[src/rtl/cmap_pkg.sv]
// cmap_pkg: shared stage encoding, colour struct and the 8-bit colour constants
// used by layer_color_mapper and cmap_fade_ctrl.
package cmap_pkg;

    typedef enum logic [1:0] {
        START  = 2'd0,
        BATTLE = 2'd1,
        WIN    = 2'd2,
        LOSE   = 2'd3
    } stage_t;

    typedef struct packed {
        logic [7:0] r;
        logic [7:0] g;
        logic [7:0] b;
    } rgb_t;

    localparam rgb_t TEXT_RGB    = 24'h000000;
    localparam rgb_t BG_START    = 24'h0000FF;
    localparam rgb_t BG_WIN      = 24'h9C1D08;
    localparam rgb_t BG_LOSE     = 24'h57007F;
    localparam rgb_t BG_PLATFORM = 24'h00FF00;
    // Battle sky base colour; blue is reduced by DrawX/8 across the line.
    localparam rgb_t BG_BATTLE   = 24'h3F007F;

endpackage

[src/rtl/cmap_fade_ctrl.sv]
// cmap_fade_ctrl: stage tracking and frame-stepped fade level for the colour mapper.
// Ports:
//   clk, rst_n   clock, asynchronous active-low reset
//   frame_start  one-cycle pulse per frame; the only moment level/stage_cur move
//   stage_req    requested stage
//   level        fade level 0..2**FADE_W (only with CMAP_FADE_EN)
//   busy         fade sequence in progress
//   stage_cur    stage currently being drawn
// Configuration: CMAP_FADE_EN selects the fade FSM; otherwise stage_cur simply
// follows stage_req at each frame_start.
module cmap_fade_ctrl
    import cmap_pkg::*;
`ifdef CMAP_FADE_EN
#(
    parameter int FADE_W = 4
)
`endif
(
    input  logic             clk,
    input  logic             rst_n,
    input  logic             frame_start,
    input  stage_t           stage_req,
`ifdef CMAP_FADE_EN
    output logic [FADE_W:0]  level,
`endif
    output logic             busy,
    output stage_t           stage_cur
);

`ifdef CMAP_FADE_EN
    localparam logic [FADE_W:0] FULL = {1'b1, {FADE_W{1'b0}}};
    localparam logic [FADE_W:0] ONE  = {{FADE_W{1'b0}}, 1'b1};

    typedef enum logic [1:0] {IDLE, FADE_OUT, FADE_IN} fstate_t;

    fstate_t         state, state_nx;
    stage_t          pending, pending_nx, cur_nx;
    logic [FADE_W:0] level_nx;

    always_ff @(posedge clk or negedge rst_n) begin
        if (!rst_n) begin
            state     <= IDLE;
            pending   <= START;
            stage_cur <= START;
            level     <= FULL;
        end else begin
            state     <= state_nx;
            pending   <= pending_nx;
            stage_cur <= cur_nx;
            level     <= level_nx;
        end
    end

    always_comb begin
        state_nx   = state;
        pending_nx = pending;
        cur_nx     = stage_cur;
        level_nx   = level;
        case (state)
            IDLE: begin
                if (stage_req != stage_cur) begin
                    pending_nx = stage_req;
                    state_nx   = FADE_OUT;
                end
            end
            FADE_OUT: begin
                // pending tracks the request, even if it returns to stage_cur
                pending_nx = stage_req;
                if (frame_start) begin
                    if (level <= ONE) begin
                        level_nx = '0;
                        cur_nx   = pending_nx;
                        state_nx = FADE_IN;
                    end else begin
                        level_nx = level - ONE;
                    end
                end
            end
            FADE_IN: begin
                if (stage_req != stage_cur) begin
                    pending_nx = stage_req;
                    state_nx   = FADE_OUT;
                end else if (frame_start) begin
                    level_nx = level + ONE;
                    if (level_nx == FULL) state_nx = IDLE;
                end
            end
            default: state_nx = IDLE;
        endcase
    end

    assign busy = (state != IDLE);
`else
    always_ff @(posedge clk or negedge rst_n) begin
        if (!rst_n) stage_cur <= START;
        else if (frame_start) stage_cur <= stage_req;
    end

    assign busy = 1'b0;
`endif

endmodule

[src/rtl/layer_color_mapper.sv]
// layer_color_mapper: two-stage pixel colour mapper (select, then fade scale).
// Ports:
//   Clk, Reset_n          pixel clock, asynchronous active-low reset
//   pix_valid             pixel inputs valid this cycle
//   DrawX, DrawY          current pixel position
//   layer_hit, layer_rgb  per-layer hit flags and R,G,B colours (layer 0 highest)
//   text_hit              lit font bit of the active word
//   stage_req             requested stage
//   frame_start           one-cycle pulse per frame
//   VGA_R/G/B, out_valid  registered colour and matching valid, 2 cycles latency
//   fade_busy, stage_cur  fade status and stage being drawn
// Configuration: CMAP_FADE_EN enables the fade FSM and the per-channel scale;
// without it the scale stage is a plain register.
module layer_color_mapper
    import cmap_pkg::*;
#(
    parameter int NUM_LAYERS = 3,
    parameter int COLOR_W    = 8,
    parameter int FADE_W     = 4,
    parameter int PLATFORM_Y = 380
)(
    input  logic                          Clk,
    input  logic                          Reset_n,
    input  logic                          pix_valid,
    input  logic [9:0]                    DrawX,
    input  logic [9:0]                    DrawY,
    input  logic [NUM_LAYERS-1:0]         layer_hit,
    input  logic [NUM_LAYERS*3*COLOR_W-1:0] layer_rgb,
    input  logic                          text_hit,
    input  stage_t                        stage_req,
    input  logic                          frame_start,
    output logic [COLOR_W-1:0]            VGA_R,
    output logic [COLOR_W-1:0]            VGA_G,
    output logic [COLOR_W-1:0]            VGA_B,
    output logic                          out_valid,
    output logic                          fade_busy,
    output stage_t                        stage_cur
);

    localparam int         CW3    = 3 * COLOR_W;
    localparam logic [9:0] PLAT_Y = 10'(PLATFORM_Y);

    // Resize an 8-bit package constant to COLOR_W, keeping its MSBs.
    function automatic logic [COLOR_W-1:0] fit8(logic [7:0] v);
        return COLOR_W'({v, {COLOR_W{1'b0}}} >> 8);
    endfunction

    function automatic logic [CW3-1:0] fit(rgb_t c);
        return {fit8(c.r), fit8(c.g), fit8(c.b)};
    endfunction

    rgb_t           bat_rgb, bg;
    logic [CW3-1:0] lay, sel, s1_rgb, s2_rgb;
    logic           s1_valid;

`ifdef CMAP_FADE_EN
    logic [FADE_W:0] level;

    // Full-width product so level = 2**FADE_W returns c unchanged.
    function automatic logic [COLOR_W-1:0] scale(logic [COLOR_W-1:0] c, logic [FADE_W:0] lv);
        logic [COLOR_W+FADE_W:0] p;
        p = {{(FADE_W+1){1'b0}}, c} * {{COLOR_W{1'b0}}, lv};
        return COLOR_W'(p >> FADE_W);
    endfunction

    cmap_fade_ctrl #(.FADE_W(FADE_W)) u_fade (
        .clk         (Clk),
        .rst_n       (Reset_n),
        .frame_start (frame_start),
        .stage_req   (stage_req),
        .level       (level),
        .busy        (fade_busy),
        .stage_cur   (stage_cur)
    );

    assign s2_rgb = {scale(s1_rgb[2*COLOR_W +: COLOR_W], level),
                     scale(s1_rgb[COLOR_W +: COLOR_W], level),
                     scale(s1_rgb[0 +: COLOR_W], level)};
`else
    cmap_fade_ctrl u_fade (
        .clk         (Clk),
        .rst_n       (Reset_n),
        .frame_start (frame_start),
        .stage_req   (stage_req),
        .busy        (fade_busy),
        .stage_cur   (stage_cur)
    );

    assign s2_rgb = s1_rgb;
`endif

    always_comb begin
        bat_rgb = {BG_BATTLE.r, BG_BATTLE.g, BG_BATTLE.b - {1'b0, DrawX[9:3]}};
        bg = (stage_cur == START) ? BG_START :
             (stage_cur == WIN)   ? BG_WIN   :
             (stage_cur == LOSE)  ? BG_LOSE  :
             (DrawY >= PLAT_Y)    ? BG_PLATFORM : bat_rgb;
        // Walk from lowest to highest priority so layer 0 wins.
        lay = fit(bg);
        for (int i = NUM_LAYERS - 1; i >= 0; i--)
            if (layer_hit[i]) lay = layer_rgb[i*CW3 +: CW3];
        sel = (stage_cur == BATTLE) ? lay :
              text_hit              ? fit(TEXT_RGB) : fit(bg);
    end

    always_ff @(posedge Clk or negedge Reset_n) begin
        if (!Reset_n) begin
            s1_rgb    <= '0;
            s1_valid  <= 1'b0;
            VGA_R     <= '0;
            VGA_G     <= '0;
            VGA_B     <= '0;
            out_valid <= 1'b0;
        end else begin
            s1_rgb    <= sel;
            s1_valid  <= pix_valid;
            VGA_R     <= s2_rgb[2*COLOR_W +: COLOR_W];
            VGA_G     <= s2_rgb[COLOR_W +: COLOR_W];
            VGA_B     <= s2_rgb[0 +: COLOR_W];
            out_valid <= s1_valid;
        end
    end

endmodule

[config.mk]
export PLATFORM = sky130hd
export DESIGN_NAME = layer_color_mapper
export DESIGN_NICKNAME = d
export VERILOG_FILES = /design/src/rtl/cmap_pkg.sv /design/src/rtl/cmap_fade_ctrl.sv /design/src/rtl/layer_color_mapper.sv
export SDC_FILE = /design/constraint.sdc
export NUM_CORES = 1
export LEC_CHECK = 0
export BUFFER_PORTS_ARGS = -buffer_cell sky130_fd_sc_hd__clkbuf_2
export CAP_MARGIN = 20
export CORE_MARGIN = 2
export CORE_UTILIZATION = 35
export DETAILED_ROUTE_END_ITERATION = 7
export MAX_ROUTING_LAYER = met4
export PLACE_DENSITY_LB_ADDON = 0.1
export REMOVE_ABC_BUFFERS = 1
export SLEW_MARGIN = 20
export SYNTH_ARGS = -nofsm -noshare
export SYNTH_HDL_FRONTEND = slang
export SYNTH_SLANG_ARGS = --single-unit
[constraint.sdc]
create_clock -name Clk -period 1.7 [get_ports Clk]
set_input_delay 0.17 -clock Clk [delete_from_list [all_inputs] [get_ports Clk]]
set_output_delay 0.17 -clock Clk [all_outputs]
set_load 0.02 [all_outputs]
==> results <==
- The setup slack on the worst flop-to-flop path is about 0.19 ns.
- Cells with a size suffix above 1 make up 45.3% of the layout.
- Yosys printed 0 warnings.
- For this run, the post-layout net count is between 400 and 500.
- The worst register-to-register path ends at s1_rgb[3]$_DFF_PN0_.
- The first global-routing pass estimated 10.5 mm of wire.
- Setup repair after global routing left no endpoint under its margin.
- The smallest hold slack is 0.0797 ns.
- The initial antenna violation count is 0.
- Synthesis inferred 52 register bits.
- After detailed placement, the design holds a cell count of 408.
- Dividing the synthesized area by the synthesized cell count gives about 11 um2.
- The floorplan step set the die height to 84.9 um.
- The routed via count is 2161.
- The via count of the first global-routing pass was 2187.
- By area, the combinational part of the netlist is dominated by compound AO/OA/AOI/OAI gates.
- The pin count of the biggest net entering global routing is 23.
- Summed over all instances, the cell type with the most area after synthesis is sky130_fd_sc_hd__dfrtp_1.
- The flow ran to the end, and the final reports show no timing, DRC or antenna violations.
- The fraction of the mapped netlist area in simple logic gates is slightly below 9%.
- For the final database, setup skew stands at 0.00964 ns.
- The clock-pin slew reported for the worst setup and hold paths after clock tree synthesis is 0.09 ns.
- The routability congestion estimate is roughly 0.8.
- The wire-length estimate of the detail-placed layout is 5.08 mm.
- Max-cap violations in this run came to 0.
- The first detailed-routing pass ran for 4 iterations.
- The worst-case reg-to-reg path depth is 4.
- The worst hold path class is input pin to register.
- The port buffer count is approximately 120.
- Data arrives at the worst endpoint at about 1.7 ns.
- Global routing used 19.1% of the available tracks.
- The count of endpoints failing hold in the final timing report is 0.
- The clock tree synthesis step divided the H-tree into 2 levels.
- The total core area is around 6300 um2.
- Combinational logic burns 21.2% of the power.
- For this configuration, the core starts out at a cell density of 36.1%.
- In the finished design, the share of the clock period the worst path needs comes to 88.5%.
- Net switching is 26.4% of the power.
- In this run the post-CTS setup repair buffer count came out at 0.
- The cell area after technology mapping is 2290 um2.
- The synthesized netlist devotes 0% of its cell area to adder and majority cells.
- The detailed router finished its first iteration with 99 violations.
- The number of gates resized after CTS was 0.
- The die area is around 7200 um2.
- The critical-path cell with the highest stage delay is sky130_fd_sc_hd__and2b_1.
- The synthesized netlist devotes between 20% and 30% of its cell area to compound gates.
- The count of buffer and inverter cells on the critical path is 0.
- The share of power burned in registers is 47.1%.
- The startpoint identified for the worst register-to-register timing path is u_fade.stage_cur[1]$_DFFE_PN0P_.
- The number of buffers between clock root and the deepest sink is 2.
- Summed over all failing endpoints, the final setup total negative slack is 0 ns.
- The die is 84.9 um wide.
- The capture point of the worst path is s1_rgb[3]$_DFF_PN0_.
- The floorplan has 29 rows.
- The actual transition at the worst max-transition pin is a little over 0.5 ns.
- The internal power of the cells totals 2.22 mW.
- The signal on the critical path passes through and2b_1, nand3_1, a211o_1, o211ai_2.
- In the routed layout, each cell is associated on average with a via count of between 5 and 6.
- Data on the critical path is required at its endpoint by about 1.9 ns.
- The sequential cell area fraction in the yosys report is 56.8%.
- The number of setup violations in the final report is 0.
- In this run, synthesis inferred 0 flip-flops with an integrated enable.
- The largest incremental delay on the critical path is 0.48 ns.
- Multiplexer cells account for less than 1% of the synthesized area.
- The number of non-filler instances in the completed layout is 417.
- The post-detailed-routing wire length is ~6.5 mm.
- The area share of xor/xnor cells in the synthesized design is 0%.
- The post-synthesis cell type count is 40.
- The post-detailed-route DRC marker count is 0.
- The wire length per cell is 15.6 um.
- The type of the setup path with the least slack is register to register.
- In this run, CTS created clock tree buffers numbering 5.
- In this run the power spent charging and discharging nets is 0.798 mW.
- The worst path in the final design needs a cycle of roughly 1.5 ns, including I/O delays and setup.
- The TritonCTS clock tree is built.
- By area the synthesized netlist is led by sky130_fd_sc_hd__dfrtp_1, sky130_fd_sc_hd__o22ai_1, sky130_fd_sc_hd__o21ai_0.
- Along the worst path, the maximum fanout reaches 13.
- The count of nets left with antenna violations once routing finished came out at 0.
- In this run the worst setup path begins at u_fade.stage_cur[1]$_DFFE_PN0P_.
- The startpoint type of the worst setup path is a register.
- The area growth from synthesis to layout is 38.0%.
- The share of total power dissipated in the clock network is 31.7%.
- The worst IR drop on VDD is around 580 uV.
- In this run the number of cells on the critical path is 4.
- The max-slew violation count came to 0.
- Derived from the worst setup path, the maximum achievable clock frequency is 664 MHz.
- In this run the tightest slew margin relative to its limit is between 60 and 70%.
- Broken down by cell family, the worst path's largest delay share belongs to simple AND/OR/NAND/NOR gates.
- In this run the power density over the cells is 955 nW/um2.
- The proportion of netlist area held by the largest area contributor is 56.8%.
- The later pin in the worst-skew pair is clocked with a latency of 0.30 ns.
- For this run, the leading register cell type out of synthesis is sky130_fd_sc_hd__dfrtp_1.
- The count of boundary I/O pins is 130.
- Of all flip-flops after synthesis, the portion carrying an async set or reset was 100%.
- CTS placed an instance of sky130_fd_sc_hd__clkbuf_8 at the clock tree root.
- Summed over all layers, the global routing overflow is 0.
- The critical path endpoint category is a register.
- For this design the static power due to leakage is around 1.6 nW.
- CTS saw 52 sinks.
- The repair_antennas step left the layout with diodes totalling 0.
- The number of instances in the synthesized netlist is 210.
-- power groups by stage --
stage	Combinational [mW]	Sequential [mW]	Clock, mW
2_1_floorplan	0.203	1.54	0
3_3_place_gp	0.634	1.44	0
3_5_place_dp	0.638	1.45	0
4_1_cts	0.645	1.42	0.989
5_1_grt	0.706	1.44	1.04
6_report	0.639	1.42	0.958
-- how the worst min path moves through the flow --
stage                       startpoint                              end  slack, ns  depth (start not counted)
final                      frame_start  u_fade.stage_cur[1]$_DFFE_PN0P_       0.08                          2
after global routing      stage_req[1]  u_fade.stage_cur[1]$_DFFE_PN0P_       0.09                          3
after CTS                 stage_req[1]  u_fade.stage_cur[1]$_DFFE_PN0P_       0.07                          3
after detailed placement       Reset_n               VGA_G[6]$_DFF_PN0_       0.15                          1
after global placement         Reset_n               VGA_G[7]$_DFF_PN0_       0.15                          1
after floorplan                Reset_n               VGA_B[0]$_DFF_PN0_      -0.13                          0
-- worst register-to-register path: cells and delay by family, from the launching register on --
family | cells | cell delay [ns]
AO/OA/AOI/OAI | 2 | 0.39
flip-flops | 1 | 0.41
AND/OR/NAND/NOR | 2 | 0.62
-- per-layer routing --
metal | vias up | routed length, um | GRT usage [%]
met5 | - | 0 | -
met4 | 0 | 48 | 4.04
met2 | 89 | 3070 | 31.0
met3 | 4 | 341 | 3.50
met1 | 1018 | 3050 | 25.2
li1 | 1050 | - | -
-- final cells by class --
cell class	count	area (um2)
clock buffer	5	68.8
clock inverter	2	60.1
fill	603	3190
inverter	5	18.8
multi-input combinational	136	868
sequential	52	1300
tap	77	96.3
timing repair buffer	140	748
-- timing repair --
| item | 4_1_cts | 5_1_grt |
|---|---|---|
| hold buffers | 2 | 0 |
| endpoints found under the hold margin | 21 | 0 |
| setup endpoints to repair | 0 | 0 |
-- metrics by stage --
| step | util (%) | setup slack [ns] | power, mW | area [um2] |
|---|---|---|---|---|
| floorplan | - | 0.0370 | 1.75 | 2190 |
| global placement | 47.4 | 0.257 | 2.08 | 3010 |
| detailed placement | 47.4 | 0.228 | 2.09 | 3010 |
| CTS | 49.8 | 0.182 | 3.06 | 3160 |
| global route | 49.8 | 0.102 | 3.19 | 3160 |
| finish | 49.8 | 0.195 | 3.02 | 3160 |
-- synth_stat cells, types with 2 or more instances --
master	n
sky130_fd_sc_hd__dfrtp_1	52
sky130_fd_sc_hd__o21ai_0	21
sky130_fd_sc_hd__o22ai_1	17
sky130_fd_sc_hd__nand2_1	12
sky130_fd_sc_hd__a22oi_1	10
sky130_fd_sc_hd__buf_2	9
sky130_fd_sc_hd__nor2_1	7
sky130_fd_sc_hd__nor3_1	7
sky130_fd_sc_hd__a211oi_1	6
sky130_fd_sc_hd__a21o_1	6
sky130_fd_sc_hd__nand3_1	6
sky130_fd_sc_hd__a21oi_1	5
sky130_fd_sc_hd__nand2b_1	5
sky130_fd_sc_hd__o211ai_1	5
sky130_fd_sc_hd__o221ai_1	5
sky130_fd_sc_hd__inv_1	4
sky130_fd_sc_hd__a31oi_1	3
sky130_fd_sc_hd__buf_4	3
sky130_fd_sc_hd__a21o_2	2
sky130_fd_sc_hd__a21oi_2	2
sky130_fd_sc_hd__a32o_1	2
sky130_fd_sc_hd__buf_6	2
sky130_fd_sc_hd__o211ai_2	2
-- layout by cell type, fill, tap and decap left out, drive strengths merged, types with 2 or more instances in the layout --
cell type / instances
a211oi: 6
a21o: 8
a21oi: 7
a22oi: 10
a31oi: 3
a32o: 2
buf: 15
bufinv: 2
clkbuf: 128
dfrtp: 52
dlygate4sd3: 2
inv: 4
nand2: 12
nand2b: 5
nand3: 6
nor2: 7
nor3: 7
o211ai: 7
o21ai: 21
o221ai: 5
o22ai: 17
-- cell families after synthesis --
| family | Yosys count |
|---|---|
| AO/OA/AOI/OAI | 92 |
| flip-flops | 52 |
| AND/OR/NAND/NOR | 41 |
| buffers and inverters | 22 |
| multiplexers | 2 |
| other | 1 |
-- registers in the layout, summed over array words and instances (netlist names) --
signal and count:
VGA_B 8, u_fade.stage_cur 2, VGA_R 8, VGA_G 8
out_valid 1, s1_valid 1, s1_rgb 24
No activity file was read; power rests on OpenSTA's default activity.
